<file path="config.mk">
export PLATFORM = sky130hd
export DESIGN_NAME = uart_rx_fifo
export DESIGN_NICKNAME = d
export VERILOG_FILES = /design/src/rtl/uart_pkg.sv /design/src/rtl/sync_fifo.sv /design/src/rtl/uart_rx_fifo.sv
export SDC_FILE = /design/constraint.sdc
export NUM_CORES = 1
export LEC_CHECK = 0
export CAP_MARGIN = 20
export CORE_MARGIN = 1
export CORE_UTILIZATION = 50
export CTS_BUF_LIST = sky130_fd_sc_hd__clkbuf_16
export CTS_CLUSTER_SIZE = 30
export DETAILED_ROUTE_END_ITERATION = 6
export PLACE_DENSITY = 0.63
export SLEW_MARGIN = 20
export SYNTH_ARGS = -nofsm -noshare
export SYNTH_HDL_FRONTEND = slang
export SYNTH_SLANG_ARGS = --single-unit
</file>
<file path="constraint.sdc">
create_clock -name clk_50mhz -period 3.35 [get_ports clk_50mhz]
set_clock_uncertainty 0.2 [all_clocks]
set_input_delay 0.67 -clock clk_50mhz [delete_from_list [all_inputs] [get_ports clk_50mhz]]
set_output_delay 0.67 -clock clk_50mhz [all_outputs]
set_load 0.01 [all_outputs]
</file>
<file path="src/rtl/uart_pkg.sv">
// Shared definitions for the UART receiver with FIFO.
//   rx_state_e       : receiver FSM states, in frame order
//   PAR_*            : parity-mode encodings for the PARITY parameter
//   EOS_CHAR_DEFAULT : default end-of-string code (carriage return)
package uart_pkg;

  typedef enum logic [2:0] {
    ST_IDLE,
    ST_START,
    ST_DATA,
    ST_PARITY,
    ST_STOP,
    ST_WAIT_IDLE
  } rx_state_e;

  localparam int PAR_NONE = 0;
  localparam int PAR_EVEN = 1;
  localparam int PAR_ODD  = 2;

  localparam logic [7:0] EOS_CHAR_DEFAULT = 8'h0D;

endpackage

</file>
<file path="src/rtl/sync_fifo.sv">
// Synchronous show-ahead FIFO.
//   clk, rst : clock, asynchronous active-high reset
//   push     : write wr_data (ignored when full unless a pop happens the same cycle)
//   pop      : drop the head entry (ignored when empty)
//   flush    : empty the FIFO; takes priority over push and pop
//   wr_data  : entry to write
//   rd_data  : head entry; reads 0 while empty
//   full, empty, count : occupancy status
module sync_fifo #(
  parameter int WIDTH = 8,
  parameter int DEPTH = 32,
  localparam int CW = $clog2(DEPTH + 1),
  localparam int PW = $clog2(DEPTH)
) (
  input  logic             clk,
  input  logic             rst,
  input  logic             push,
  input  logic             pop,
  input  logic             flush,
  input  logic [WIDTH-1:0] wr_data,
  output logic [WIDTH-1:0] rd_data,
  output logic             full,
  output logic             empty,
  output logic [CW-1:0]    count
);

  logic [PW-1:0]    wr_ptr_q, wr_ptr_d;
  logic [PW-1:0]    rd_ptr_q, rd_ptr_d;
  logic [CW-1:0]    count_q, count_d;
  logic [WIDTH-1:0] mem_q [DEPTH];
  logic             do_push, do_pop;

  assign empty = (count_q == '0);
  assign full  = (count_q == CW'(DEPTH));
  assign count = count_q;

  // A pop frees the slot a same-cycle push needs, so full only blocks a lone push.
  assign do_pop  = pop && !empty;
  assign do_push = push && (!full || do_pop);

  assign rd_data = empty ? '0 : mem_q[rd_ptr_q];

  always_comb begin
    // NOTE: every always_comb output gets a default first so no path leaves it
    // unassigned; otherwise synthesis infers a latch.
    wr_ptr_d = wr_ptr_q;
    rd_ptr_d = rd_ptr_q;
    count_d  = count_q;
    if (flush) begin
      wr_ptr_d = '0;
      rd_ptr_d = '0;
      count_d  = '0;
    end else begin
      // Pointers are exactly log2(DEPTH) bits, so they wrap modulo DEPTH naturally.
      if (do_push) wr_ptr_d = wr_ptr_q + 1'b1;
      if (do_pop)  rd_ptr_d = rd_ptr_q + 1'b1;
      case ({do_push, do_pop})
        2'b10:   count_d = count_q + 1'b1;
        2'b01:   count_d = count_q - 1'b1;
        default: count_d = count_q;
      endcase
    end
  end

  // NOTE: state flops use non-blocking assignments so every flop samples the
  // pre-edge values of the others, regardless of statement order.
  always_ff @(posedge clk or posedge rst) begin
    if (rst) begin
      wr_ptr_q <= '0;
      rd_ptr_q <= '0;
      count_q  <= '0;
    end else begin
      wr_ptr_q <= wr_ptr_d;
      rd_ptr_q <= rd_ptr_d;
      count_q  <= count_d;
    end
  end

  // NOTE: the storage array is deliberately not reset; validity is tracked by
  // the pointers and count, and rd_data is masked while empty.
  always_ff @(posedge clk) begin
    if (do_push && !flush) mem_q[wr_ptr_q] <= wr_data;
  end

endmodule

</file>
<file path="src/rtl/uart_rx_fifo.sv">
// UART receiver (oversampled, optional parity) feeding a show-ahead FIFO.
//   clk_50mhz, rst : sole clock, asynchronous active-high reset
//   rx_in          : asynchronous serial line, idles high
//   fifo_read      : pop the FIFO head
//   err_clear      : clear the sticky error flags
//   rx_data        : FIFO head
//   rx_valid       : one-cycle pulse when a character is written
//   eos_flag       : one-cycle pulse when the end-of-string code arrives
//   fifo_empty, fifo_full, fifo_count : FIFO status
//   frame_err, parity_err, overflow   : sticky error flags
module uart_rx_fifo
  import uart_pkg::*;
#(
  parameter int         CLK_FREQ     = 50_000_000,
  parameter int         BAUD_RATE    = 115200,
  parameter int         OVERSAMPLING = 16,
  parameter int         DATA_BITS    = 8,
  parameter int         PARITY       = PAR_NONE,
  parameter int         FIFO_DEPTH   = 32,
  parameter logic [7:0] EOS_CHAR     = EOS_CHAR_DEFAULT,
  parameter int         EOS_FLUSH    = 1
) (
  input  logic                              clk_50mhz,
  input  logic                              rst,
  input  logic                              rx_in,
  input  logic                              fifo_read,
  input  logic                              err_clear,
  output logic [DATA_BITS-1:0]              rx_data,
  output logic                              rx_valid,
  output logic                              eos_flag,
  output logic                              fifo_empty,
  output logic                              fifo_full,
  output logic [$clog2(FIFO_DEPTH+1)-1:0]   fifo_count,
  output logic                              frame_err,
  output logic                              parity_err,
  output logic                              overflow
);

  localparam int DIV_RAW = CLK_FREQ / (BAUD_RATE * OVERSAMPLING);
  localparam int DIV     = (DIV_RAW < 1) ? 1 : DIV_RAW;
  localparam int DIV_W   = (DIV > 1) ? $clog2(DIV) : 1;
  localparam int OS_W    = $clog2(OVERSAMPLING);
  localparam logic [DATA_BITS-1:0] EOS_CODE = EOS_CHAR[DATA_BITS-1:0];

  rx_state_e            state_q, state_d;
  logic                 sync1_q, sync1_d, sync2_q, sync2_d, rx_prev_q, rx_prev_d;
  logic [DIV_W-1:0]     div_q, div_d;
  logic [OS_W-1:0]      os_q, os_d;
  logic [3:0]           bit_cnt_q, bit_cnt_d;
  logic [DATA_BITS-1:0] shift_q, shift_d;
  logic                 par_bad_q, par_bad_d;
  logic                 pend_q, pend_d;
  logic                 frame_err_q, frame_err_d;
  logic                 parity_err_q, parity_err_d;
  logic                 overflow_q, overflow_d;

  logic rx_s, tick, mid_start, mid_bit, exp_par, set_frame, set_par;
  logic is_eos, fifo_push, fifo_flush, pop_ok, set_ovf;

  assign rx_s      = sync2_q;
  assign tick      = (div_q == DIV_W'(DIV - 1));
  assign mid_start = tick && (os_q == OS_W'(OVERSAMPLING / 2 - 1));
  assign mid_bit   = tick && (os_q == OS_W'(OVERSAMPLING - 1));
  assign exp_par   = (PARITY == PAR_ODD) ? ~(^shift_q) : (^shift_q);

  always_comb begin
    sync1_d   = rx_in;
    sync2_d   = sync1_q;
    rx_prev_d = sync2_q;
    div_d     = tick ? '0 : div_q + 1'b1;
    os_d      = tick ? os_q + 1'b1 : os_q;
    state_d   = state_q;
    bit_cnt_d = bit_cnt_q;
    shift_d   = shift_q;
    par_bad_d = par_bad_q;
    pend_d    = 1'b0;
    set_frame = 1'b0;
    set_par   = 1'b0;
    case (state_q)
      ST_IDLE: begin
        // Restart the divider on the start edge so samples land mid-bit.
        if (rx_prev_q && !rx_s) begin
          state_d = ST_START;
          div_d   = '0;
          os_d    = '0;
        end
      end
      ST_START: begin
        if (mid_start) begin
          os_d = '0;
          if (rx_s) begin
            state_d = ST_IDLE;
          end else begin
            state_d   = ST_DATA;
            bit_cnt_d = '0;
            par_bad_d = 1'b0;
          end
        end
      end
      ST_DATA: begin
        if (mid_bit) begin
          os_d      = '0;
          shift_d   = {rx_s, shift_q[DATA_BITS-1:1]};
          bit_cnt_d = bit_cnt_q + 1'b1;
          if (bit_cnt_q == 4'(DATA_BITS - 1))
            state_d = (PARITY != PAR_NONE) ? ST_PARITY : ST_STOP;
        end
      end
      ST_PARITY: begin
        if (mid_bit) begin
          os_d    = '0;
          state_d = ST_STOP;
          if (rx_s != exp_par) begin
            set_par   = 1'b1;
            par_bad_d = 1'b1;
          end
        end
      end
      ST_STOP: begin
        if (mid_bit) begin
          os_d = '0;
          if (rx_s) begin
            state_d = ST_IDLE;
            pend_d  = !par_bad_q;
          end else begin
            set_frame = 1'b1;
            state_d   = ST_WAIT_IDLE;
          end
        end
      end
      ST_WAIT_IDLE: begin
        if (rx_s) state_d = ST_IDLE;
      end
      default: state_d = ST_IDLE;
    endcase
  end

  // A completed character is acted on the cycle after the stop sample;
  // shift_q is stable then because only ST_DATA shifts.
  assign is_eos     = (shift_q == EOS_CODE);
  assign fifo_push  = pend_q && !is_eos;
  assign eos_flag   = pend_q && is_eos;
  assign fifo_flush = eos_flag && (EOS_FLUSH != 0);
  assign pop_ok     = fifo_read && !fifo_empty;
  assign rx_valid   = fifo_push && (!fifo_full || pop_ok);
  assign set_ovf    = fifo_push && fifo_full && !pop_ok;

  // A new error in the same cycle as err_clear wins.
  always_comb begin
    frame_err_d  = set_frame | (frame_err_q & ~err_clear);
    parity_err_d = set_par   | (parity_err_q & ~err_clear);
    overflow_d   = set_ovf   | (overflow_q & ~err_clear);
  end

  always_ff @(posedge clk_50mhz or posedge rst) begin
    if (rst) begin
      state_q      <= ST_IDLE;
      sync1_q      <= 1'b1;
      sync2_q      <= 1'b1;
      rx_prev_q    <= 1'b1;
      div_q        <= '0;
      os_q         <= '0;
      bit_cnt_q    <= '0;
      shift_q      <= '0;
      par_bad_q    <= 1'b0;
      pend_q       <= 1'b0;
      frame_err_q  <= 1'b0;
      parity_err_q <= 1'b0;
      overflow_q   <= 1'b0;
    end else begin
      state_q      <= state_d;
      sync1_q      <= sync1_d;
      sync2_q      <= sync2_d;
      rx_prev_q    <= rx_prev_d;
      div_q        <= div_d;
      os_q         <= os_d;
      bit_cnt_q    <= bit_cnt_d;
      shift_q      <= shift_d;
      par_bad_q    <= par_bad_d;
      pend_q       <= pend_d;
      frame_err_q  <= frame_err_d;
      parity_err_q <= parity_err_d;
      overflow_q   <= overflow_d;
    end
  end

  assign frame_err  = frame_err_q;
  assign parity_err = parity_err_q;
  assign overflow   = overflow_q;

  sync_fifo #(
    .WIDTH (DATA_BITS),
    .DEPTH (FIFO_DEPTH)
  ) u_fifo (
    .clk     (clk_50mhz),
    .rst     (rst),
    .push    (fifo_push),
    .pop     (fifo_read),
    .flush   (fifo_flush),
    .wr_data (shift_q),
    .rd_data (rx_data),
    .full    (fifo_full),
    .empty   (fifo_empty),
    .count   (fifo_count)
  );

endmodule

</file>
-- Word-level counts from Yosys, hierarchy flattened
Memories as Yosys holds them, arrays and structs flattened.
Cells that the tools add are included.
- equal/unequal tests: 23
- bitwise logic cells: 7
- add/sub/neg operators: 7
- reduce and logical (&&, ||, !) cells: 31
- mux-type cells: 45
- operator list (cell ; count):
    $mux 5 ; 7
    $mux 4 ; 7
    $mux 3 ; 8
    $ne 2x2->1 const B ; 9
    $pmux 3 s6 ; 1
    $add 5x1->5 const B ; 3
    $mux 1 ; 15
    $pmux 4 s3 ; 1
    $pmux 6 s2 ; 1
    $logic_and 1x1->1 ; 10
    $add 4x1->4 const B ; 2
    $eq 4x3->1 const B ; 2
    $eq 8x4->1 const B ; 1
    $mux 8 ; 1
    $pmux 4 s2 ; 1
    $reduce_bool 2->1 ; 4
    $reduce_xor 8->1 ; 1
    $logic_not 1->1 ; 7
    $reduce_and 7->1 ; 1
    $add 6x1->6 const B ; 1
    $eq 3x2->1 const B ; 2
    $eq 3x3->1 const B ; 2
    $eq 6x6->1 const B ; 1
    $logic_not 6->1 ; 1
    other kinds (20) ; 24
- word-level logic and storage cells: 130
- input port bits: 5
- memories kept: 1
- RAM bits: 256
- flip-flop bits (word level): 48
- memories (name ; words ; bits a word ; read ports ; clocked after memory_dff ; write ports ; line ; text):
    u_fifo.mem_q ; 32 ; 8 ; 1 ; 0 ; 1 ; sync_fifo.sv:30 ; logic [WIDTH-1:0] mem_q [DEPTH];

-- Logic depth before layout (Yosys ltp)
- depth in word-level cells: 8
- depth in mapped cells: 12

-- Modules after synthesis
Synthesis repeated with hierarchy kept, for this count alone.
- cells, all modules: 741
- area, all modules: 12664.6 um^2
- modules (own cells, without submodules) (module ; times used ; cells an instance ; area an instance (um^2) ; seq. area each (um^2)):
    sync_fifo ; 1 ; 582 ; 11020.6 ; 8087.8
    uart_rx_fifo ; 1 ; 159 ; 1644.1 ; 804.5

-- Worst setup path before layout
Ideal clock, no wire load.
- kind: flip-flop to flip-flop
- start point: register shift_q[4]
- end point: memory u_fifo.mem_q[0][0] (enable)
- library setup time: 0.370 ns
- path buffers: 0
- cell stages (with the launch flop): 8
- arrival time: 2.416 ns
- path slack: 0.364 ns
- cell sequence: dfrtp_1 inv_1 ha_1 nand4_1 nand2_1 a21oi_1 nand2_1 nor2_1
- cells in the longest elaborated chain, start to end: 7
- RTL lines (element ; line ; text):
    start, declared ; uart_rx_fifo.sv:50 ; logic [DATA_BITS-1:0] shift_q, shift_d;
    start signal, assigned ; uart_rx_fifo.sv:178 ; shift_q <= shift_d;
    $eq 8x4->1 ; uart_rx_fifo.sv:140 ; assign is_eos = (shift_q == EOS_CODE);
    $logic_not 1->1 ; uart_rx_fifo.sv:141 ; assign fifo_push = pend_q && !is_eos;
    $logic_and 1x1->1 ; uart_rx_fifo.sv:141 ;
    $logic_and 1x1->1 ; n/a ;
    named net rx_valid ; uart_rx_fifo.sv:29 ; output logic rx_valid,
    $logic_and 1x1->1 ; sync_fifo.sv:82 ; if (do_push && !flush) mem_q[wr_ptr_q] <= wr_data;
    $mux 1 ; sync_fifo.sv:82 ;
    $mux 1 (not written as such) ; sync_fifo.sv:82 ;
    end, declared ; sync_fifo.sv:30 ;
The timed path passes the listed nets, and every way through them passes these cells.

-- Final worst setup path
- start point: register u_fifo.rd_ptr_q[0]
- end point: output rx_data[0]
- cells in the longest elaborated chain, start to end: 2
- RTL lines (element ; line ; text):
    start, declared ; sync_fifo.sv:28 ; logic [PW-1:0] rd_ptr_q, rd_ptr_d;
    start signal, assigned ; sync_fifo.sv:74 ; rd_ptr_q <= rd_ptr_d;
    $mem_v2 32x8 ; n/a ;
    $mux 8 ; sync_fifo.sv:41 ; assign rd_data = empty ? '0 : mem_q[rd_ptr_q];
    end, declared ; uart_rx_fifo.sv:28 ; output logic [DATA_BITS-1:0] rx_data,
Every way passes these cells.

==> key figures <==
Timing
  • Achievable Freq: 273 MHz
  • Max Transition Viols Final: 0
  • Fin. Hold Viols: 0
  • Unrepaired setup endpoints after global routing: true
  • Post-route setup slack: -0.315 ns
  • Period utilization: 1.09
  • Clock period minus worst slack: 3.66 ns
  • # setup viols final: 8
  • Relative slew slack: 0.361
  • Final hold slack: 0.157 ns
  • Slew @ Worst Pin: 0.955 ns

Clocking
  • Clock latency on the worst-skew pair: 0.55 ns
  • Inserted Clock Buffers: 30
  • CTS Root Cell: clkbuf_16
  • CTS HTree Levels: 1
  • TritonCTS clock tree: built
  • Worst-case clock buffer depth: 3
  • Clk slew on worst S/H paths: 0.06 ns
  • CTS sink cnt: 304

Power and ir drop
  • Pint: 0.00702 W
  • Max VDD drop: 379 µV
  • PwrDens: 657 nW/µm²
  • Flop pwr share: 0.458
  • Net Switching: 0.00256 W
  • Clock power share: 0.317
  • Sw frac: 0.267
  • P_leak: 5.70 nW
  • Final Power: 0.00958 W
  • Part of the power in combinational logic: 0.225

Setup path
  • Critical path origin: u_fifo.rd_ptr_q[0]
  • Reg-to-reg slack, setup: 0.46 ns
  • CP max stage delay: 0.51 ns
  • RR Startpoint: shift_q[4]
  • Crit Path Max Fanout: 6
  • Buffers & Inverters on Critical Path: 4
  • Critical Path RT: 2.48 ns
  • Critical Path, Cell by Cell: buf_6 -> buf_12 -> buf_8 -> mux4_2 -> mux4_2 -> a22o_1 -> buf_2
  • Reg2Reg Depth: 12
  • RR Endpoint: u_fifo.count[4]
  • Cell repeated most along the worst path: mux4_2
  • CP delay by family, top: multiplexers
  • Crit path kind: reg -> out
  • Critical Path AT: 2.79 ns
  • Critical Path Source Type: register
  • Worst path slowest cell: dfrtp_4
  • Worst Setup End Kind: primary output

Die
  • Core area: 24,500 µm²
  • IO Pins: 26
  • Initial Util: 0.513
  • Die area: 25,700 µm²
  • Num rows: 57
  • Vert. Die Dim: 160 µm
  • Die W: 160 µm

Synth
  • Mapped Nets: 715
  • Post-synth EDFFs: 256
  • Asr flop ratio synth: 0.158
  • Post-Syn Area per Cell: 18.1 µm²
  • Dominant synthesized flop cell: edfxtp_1
  • Syn Inst Count: 694
  • Yosys reg bits: 304
  • Yosys warns: 0
  • Cell taking the most area after synthesis: edfxtp_1
  • Synth top area cells: edfxtp_1 61%, mux4_2 14%, dfrtp_1 9.0%, nor2_1 1.9%, ha_1 1.6%
  • Sequential element share of the synthesized area: 0.709
  • Mapped cell area: 12,500 µm²
  • Most common cell in the netlist: edfxtp_1
  • Yosys top cell area share: 0.613
  • Yosys cell types: 58
  • Post-synth top cells: 256 x edfxtp_1, 80 x mux4_2, 64 x nor2_1

Global routing
  • Pin count of the biggest net entering global routing: 49
  • All-Layer GR Usage: 0.213
  • Antenna violations before repair: 0
  • Vias in the first global route: 6,855
  • Total gr overflow: 0
  • First-pass GRT wire length: 41,100 µm

Status
  • Outcome: finished, violations left
  • Failing checks: negative setup slack

Route
  • Total routed wirelength: 26,500 µm
  • DR WL/cell: 23.5 µm
  • Detailed Route Iter0 Violations: 624
  • Vias per cell: 5.92
  • Vias: 6,667
  • DRC viols: 0
  • Initial DRT Pass Iterations: 5
  • Routed Antenna Nets: 0

Worst hold path
  • Hold Path Depth: 0
  • Worst min path class: reg -> reg
  • Min-delay src: sync1_q
  • Hold Path End: rx_prev_d

Cells and area
  • Post-layout util: 0.596
  • Share of layout cells above drive strength 1: 0.244
  • FILL cells: 1,795
  • P&R area growth vs syn: 16.2%
  • Finished Cell Area: 14,600 µm²
  • Diode count: 0
  • Nets@finish: 801

Placement
  • Gpl congestion: 0.814
  • Number of port buffers: 25
  • Dpl cell area: 13,500 µm²
  • DP Wirelength: 16,500 µm
  • Pre-CTS setup slack: -0.0847 ns

Job
  • Max cap viols: 0
==> power by group through the flow <==
stage	Sequential, W	Clock, W	Combinational (W)
after floorplan	0.00437	0	0.00134
after global placement	0.00446	0	0.00184
after detailed placement	0.00448	0	0.00187
after CTS	0.00438	0.00309	0.00222
after global routing	0.00440	0.00324	0.00233
final	0.00438	0.00304	0.00215
==> metal layers <==
metal,vias to the layer above,track usage,part of all wire
met1,3506,0.312,0.44
met3,28,0.0331,0.055
met5,-,0,0
met4,0,0.0377,0.012
li1,2930,-,-
met2,203,0.348,0.49
==> through the flow <==
stage	TNS (ns)	cells
floorplan	0	694
global placement	-0.477	1060
detailed placement	-0.446	1060
CTS	-2.43	1127
global route	-2.67	1127
finish	-2.08	1127
==> worst max path at each step <==
stage	to	slack [ns]	cells after the start
after floorplan	u_fifo.mem_q[0][0]	0.36	7
after global placement	rx_data[6]	-0.11	5
after detailed placement	rx_data[2]	-0.08	5
after CTS	rx_data[0]	-0.36	7
after global routing	rx_data[0]	-0.38	7
final	rx_data[0]	-0.31	7
==> layout make-up <==
cell class,count,area [µm²],area share
Multi-Input combinational cell,338,3430,0.235
Tap cell,324,405,0.0278
Clock buffer,31,776,0.0532
Sequential cell,304,8900,0.610
Clock inverter,24,116,0.00798
Inverter,20,76.3,0.00523
Timing Repair Buffer,86,881,0.0604
==> cell usage in the layout, fill, tap and decap left out, drive strengths merged, types with 17 or more instances in the layout <==
cell	n
buf	68
clkbuf	32
clkdlybuf4s50	17
dfrtp	45
edfxtp	256
inv	32
mux4	80
nand2	28
nor2	64
o21ai	20
==> repair_timing <==
item / CTS / global route
hold buffers: 0 / 0
cloned: 3 / 1
resized for setup: 39 / 3
setup endpoints to repair: 8 / 9
setup buffers: 9 / 1
pin swaps: 6 / 5
endpoints found under the hold margin: 0 / 0
==> registers in the layout, indices dropped and copies added (netlist names), 3 cells and up <==
name	count
u_fifo.count	6
os_q	4
shift_q	8
u_fifo.mem_q	256
u_fifo.rd_ptr_q	5
bit_cnt_q	4
div_q	5
u_fifo.wr_ptr_q	5
state_q	3
==> logic make-up after synthesis <==
group / synth area share
AO/OA/AOI/OAI: 0.0329
XOR/XNOR: 0.0140
adder cells (fa/ha/maj): 0.0160
buffers and inverters: 0.0184
flip-flops: 0.709
multiplexers: 0.152
AND/OR/NAND/NOR: 0.0580
No activity file was read; power rests on OpenSTA's default activity.
